`src/rtl/axi_rd_bridge.sv`:
```
// axi_rd_bridge
//   Converts a cache read request (address + burst length) into a single AXI
//   AR transaction and streams the R beats straight back to the cache with no
//   added latency. At most one read is outstanding at a time.
//
//   Ports
//     clk, rstn                      clock, asynchronous active-low reset
//     r_req/r_addr/r_length/r_rdy    cache request channel (r_rdy = accept)
//     r_data_ready                   cache can take a return beat
//     ret_valid/ret_last/ret_data    return beats to the cache
//     arid..arvalid, arready         AXI read address channel
//     rdata/rresp/rlast/rvalid,rready AXI read data channel
//     rd_err                         sticky error flag (RD_BRIDGE_ERR_EN only)
//
//   Build option: define RD_BRIDGE_ERR_EN to add the rd_err port, which sets
//   on any beat with a non-OKAY rresp or with rlast disagreeing with the
//   latched burst length, and stays set until reset.
module axi_rd_bridge #(
    parameter logic [3:0] ARID_VAL = 4'd0
) (
    input  logic        clk,
    input  logic        rstn,
    input  logic        r_req,
    input  logic [31:0] r_addr,
    input  logic [7:0]  r_length,
    output logic        r_rdy,
    input  logic        r_data_ready,
    output logic        ret_valid,
    output logic        ret_last,
    output logic [31:0] ret_data,
    output logic [3:0]  arid,
    output logic [31:0] araddr,
    output logic [7:0]  arlen,
    output logic [2:0]  arsize,
    output logic [1:0]  arburst,
    output logic        arvalid,
    input  logic        arready,
    input  logic [31:0] rdata,
    input  logic [1:0]  rresp,
    input  logic        rlast,
    input  logic        rvalid,
    output logic        rready
`ifdef RD_BRIDGE_ERR_EN
    ,
    output logic        rd_err
`endif
);

    typedef enum logic [1:0] {
        IDLE = 2'd0,
        AR   = 2'd1,
        R    = 2'd2
    } state_t;

    state_t      state_q, state_d;
    logic [31:0] addr_q;
    logic [7:0]  len_q;
    logic [7:0]  cnt_q;
    logic        xfer;

    // A beat moves whenever we are in R and both sides agree.
    assign xfer = (state_q == R) && rvalid && r_data_ready;

    always_comb begin
        state_d = state_q;
        case (state_q)
            IDLE:    if (r_req)         state_d = AR;
            AR:      if (arready)       state_d = R;
            R:       if (xfer && rlast) state_d = IDLE;
            default:                    state_d = IDLE;
        endcase
    end

    always_ff @(posedge clk or negedge rstn) begin
        if (!rstn) begin
            state_q <= IDLE;
            addr_q  <= 32'd0;
            len_q   <= 8'd0;
            cnt_q   <= 8'd0;
        end else begin
            state_q <= state_d;
            if (state_q == IDLE && r_req) begin
                addr_q <= r_addr;
                len_q  <= r_length;
            end
            if (state_q == AR && arready)
                cnt_q <= 8'd0;
            else if (xfer)
                cnt_q <= cnt_q + 8'd1;
        end
    end

    // Request side
    assign r_rdy   = (state_q == IDLE);

    // AR channel: fields come from registers, so they are stable while stalled.
    assign arvalid = (state_q == AR);
    assign araddr  = addr_q;
    assign arlen   = len_q;
    assign arsize  = 3'b010;
    assign arburst = 2'b01;
    assign arid    = ARID_VAL;

    // R channel is a pure pass-through; termination follows rlast only.
    assign rready    = (state_q == R) && r_data_ready;
    assign ret_valid = (state_q == R) && rvalid;
    assign ret_last  = xfer && rlast;
    assign ret_data  = rdata;

`ifdef RD_BRIDGE_ERR_EN
    logic rd_err_q;
    always_ff @(posedge clk or negedge rstn) begin
        if (!rstn)
            rd_err_q <= 1'b0;
        else if (xfer && ((rresp != 2'b00) || (rlast != (cnt_q == len_q))))
            rd_err_q <= 1'b1;
    end
    assign rd_err = rd_err_q;
`else
    // The beat counter and rresp only feed the error check.
    logic unused_sink;
    assign unused_sink = ^{rresp, cnt_q};
`endif

endmodule

```
`config.mk`:
```
export PLATFORM = sky130hd
export DESIGN_NAME = axi_rd_bridge
export DESIGN_NICKNAME = d
export VERILOG_FILES = /design/src/rtl/axi_rd_bridge.sv
export SDC_FILE = /design/constraint.sdc
export NUM_CORES = 1
export LEC_CHECK = 0
export CORE_MARGIN = 3
export CORE_UTILIZATION = 30
export CTS_BUF_LIST = sky130_fd_sc_hd__clkbuf_16
export DETAILED_ROUTE_END_ITERATION = 8
export PLACE_DENSITY = 0.85
export SYNTH_ARGS = -nofsm -noshare
export SYNTH_HDL_FRONTEND = slang
export SYNTH_SLANG_ARGS = --single-unit
export TNS_END_PERCENT = 30
```
`constraint.sdc`:
```
create_clock -name clk -period 2.2 [get_ports clk]
set_input_delay 0.33 -clock clk [delete_from_list [all_inputs] [get_ports clk]]
set_output_delay 0.33 -clock clk [all_outputs]
set_load 0.01 [all_outputs]
```
# --- Yosys cells after proc, flatten, opt, wreduce, memory -nomap -nowiden ---
# Cells that the tools add are included.
classes:
  eq_ne: 5
  n_mux: 4
  reduce_logical: 7
ops:
  columns: ["op", "n"]
  rows:
  - ["2-bit two-way mux", 3]
  - ["2-bit one-hot mux with 3 select lines", 1]
  - ["1-bit logical AND", 5]
  - ["2-bit != test (second input constant)", 2]
  - ["3-bit AND reduction", 1]
  - ["2-bit by 1-bit == test with 1-bit output (second input constant)", 1]
  - ["2-bit == test (second input constant)", 1]
  - ["2-bit logical NOT", 1]
  - ["2-bit by 1-bit != test with 1-bit output (second input constant)", 1]
totals:
  reg_bits: 42
  input_bits: 81
  output_inout_bits: 86
  word_cells: 19

# --- Longest topological paths before layout ---
depth:
  ltp_word: 6
  mapped_depth: 3
  depth_no_buf: 2

# --- Least setup slack after synthesis ---
# Ideal clock, no wire load.
synth_timing:
  kind: "register -> register"
  from: "register state_q[1]"
  to: "register addr_q[19] (netlist: araddr[19])"
  setup_time_ps: 125
  arrival_ps: 1225
  t_required_ps: 2075
  path_slack_ps: 850
  stages_incl_launch_ff: 4
  n_path_buf: 1
  synth_period_minus_slack_ps: 1350
  path_cell_list: "dfrtp_1 nor3b_4 buf_6 mux2_2"
synth_via:
  elab_chain_len: 2
synth_lines:
  columns: ["element", "line_no", "rtl"]
  rows:
  - ["start: declaration", "55", "state_t state_q, state_d;"]
  - ["start signal: assignment", "81", "state_q <= state_d;"]
  - ["2-bit logical NOT", "82", "if (state_q == IDLE && r_req) begin"]
  - ["1-bit logical AND", "82", null]
  - ["end signal: assignment", "83", "addr_q <= r_addr;"]
  - ["end: declaration", "56", "logic [31:0] addr_q;"]
# No other way between the ends.
# A chain may end at the register's enable or synchronous reset.

# --- Worst setup path in the final report ---
layout_timing:
  from: "input port rvalid"
  to: "output port ret_last"
layout_via:
  elab_chain_len: 3
layout_lines:
  columns: ["element", "line_no", "rtl"]
  rows:
  - ["start: declaration", "41", "input logic rvalid,"]
  - ["1-bit logical AND (2 in series)", "62", "assign xfer = (state_q == R) && rvalid && r_data_ready;"]
  - ["1-bit logical AND", "107", "assign ret_last = xfer && rlast;"]
  - ["end: declaration", "29", "output logic ret_last,"]
# No other way between the ends.

==> metrics.yaml <==
cts_buffers: 5
stdcell_count: 279
grt_usage: 0.0972
cp_max_fo: 2
hold_violations: 0
vias_per_cell: 4.35
relSlewSlack: 0.390
finalWorstSetupSlack_ps: 221
first_iter_violations: 30
antenna_left: 0
final_util: 0.455
grt_max_degree: 43
pre_cts_ws_ps: 208
drive_above_1_share: 0.225
synth.top_cell.area_share: 0.539
io_pins: 167
worstMarginPinSlew_ps: 914
ys_seq_area_frac: 0.539
yosysWarningCount: 0
critPathArrivalTime_ps: 1650
top_layer_used: "met4"
hp-class: "in -> async"
fin_crit_sh: 0.900
gp_congestion: 0.684
synth_area_leaders: "dfrtp_1 (54%), mux2_2 (21%), buf_4 (16%)"
die_area_um2: 7500
required_ps: 1870
ir_drop_mv: 0.552
cts-root-buf: "clkbuf_16"
maxSlewViolCount: 0
wl_met1_um: 1360
ctsResizeCount: 0
mostFrequentLayoutCell: "clkdlybuf4s50_1"
initial_core_util: 0.320
power_density_nw_per_um2: 1370
n_antenna_cell: 0
ys_seq_elements: 42
fin_skew_ps: 3.51
area_growth_syn_to_layout_pct: 42.3
wl_um: 3670
io_buffers: 91
clk_latency_ps: 280
die_x_um: 86.6
cp-start-kind: "input port"
cp_common_cell: "clkdlybuf4s50_1"
postCtsSetupRepairBufs: 0
first_pass_iters: 4
grt_pass1_wl_um: 5770
cp_slowest_cell: "clkdlybuf4s50_1"
syn-cell-area_um2: 1950
rsz0062_at_grt: "false"
setup_tns_ps: 0
syn_inst: 141
crit_type: "in -> out"
total_power_mw: 3.80
slowest_delay_ps: 560
wl_met2_um: 1780
leakagePower_nw: 1.13
status: "complete, no violations"
cp-end-kind: "output pin"
fp.dieH_um: 86.6
ys_types: 15
cap_violations: 0
wl_met3_um: 506
hold_buffers: 0
critical_path.cell_chain: "clkdlybuf4s50_1 -> nand3_1 -> nor3b_1 -> clkdlybuf4s50_1"
clock_sinks: 42
clk_pin_slew_ps: 50
r2r_cells: 3
fp-row-count: 28
drc: 0
finalSetupViolCount: 0
synth.avg_cell_area_um2: 13.8
fmax_mhz: 505
layout_common_cells: "clkdlybuf4s50_1 (90), dfrtp_1 (42), mux2_2 (37), conb_1 (9), clkbuf_16 (5)"
antenna_found_initial: 0
max-clock-path-buffers: 2
via_count: 1214
gr-total-overflow: 0
detail_route.wl_per_cell_um: 13.2
first_global_vias: 1275
dpl.hpwl_um: 2780
cts_tree: "built"
netlist.top_cell.by_area: "dfrtp_1"
fin_crit_ps: 1980
core_um2: 6100
nets: 284
dpl.cell_count: 271
cts-htree-levels: 2
==> area by class of cell <==
| class | instances | area (µm²) |
|---|---|---|
| Clock buffer | 5 | 125 |
| Clock inverter | 3 | 11.3 |
| Fill cell | 565 | 3320 |
| Multi-Input combinational cell | 61 | 571 |
| Sequential cell | 42 | 1050 |
| Tap cell | 75 | 93.8 |
| Timing Repair Buffer | 93 | 921 |
==> registers in the layout, indices dropped and copies added (netlist names) <==
name     count
state_q      2
arlen        8
araddr      32
==> stage by stage <==
step / hold slack (ps) / area, µm²
floorplan: 34.4 / 1970
global placement: 468 / 2640
detailed placement: 480 / 2640
CTS: 244 / 2770
global route: 270 / 2770
finish: 194 / 2770
==> cells in the mapped netlist (all sizes together) <==
cell    number
buf         45
dfrtp       42
mux2        40
and2         2
conb         2
nand2b       2
nor2b        2
nor3b        2
a21oi        1
a22o         1
nand3        1
nor2         1
==> path summary, 6_finish.rpt <==
check	slack [ps]	startpoint	to
hold reg to reg	490	araddr[25]	araddr[25]
max in group asynchronous	1440	rstn	araddr[13]
setup / recovery	220	rvalid	ret_last
setup reg to reg	680	state_q[1]	araddr[5]
hold / removal	190	rstn	araddr[3]
min in group clk	490	araddr[25]	araddr[25]
==> metal layers <==
metal	global-route usage	vias to the layer above
met5	0	-
met4	0.0326	0
met3	0.0561	6
met2	0.158	81
met1	0.106	585
li1	-	542
==> cell families (layout without fill, tap and decap cells) <==
| family | Yosys count | count (layout) | share of synthesized area |
|---|---|---|---|
| buffers and inverters | 45 | 101 | 0.181 |
| multiplexers | 40 | 40 | 0.231 |
| AO/OA/AOI/OAI | 2 | 2 | 0.00706 |
| flip-flops | 42 | 42 | 0.540 |
| AND/OR/NAND/NOR | 10 | 10 | 0.0372 |
| other | 2 | 9 | 0.00386 |
==> power by group <==
group / switching (mW) / internal [mW]
clock network: 0.270 / 0.408
registers: 0.204 / 1.17
logic: 0.604 / 1.14
total: 1.08 / 2.72
==> worst max-delay path: cells and delay by family <==
family        cells  cell delay [ps]
simple gates      2              280
buf+inv           2             1040
No activity file was read; power rests on OpenSTA's default activity.
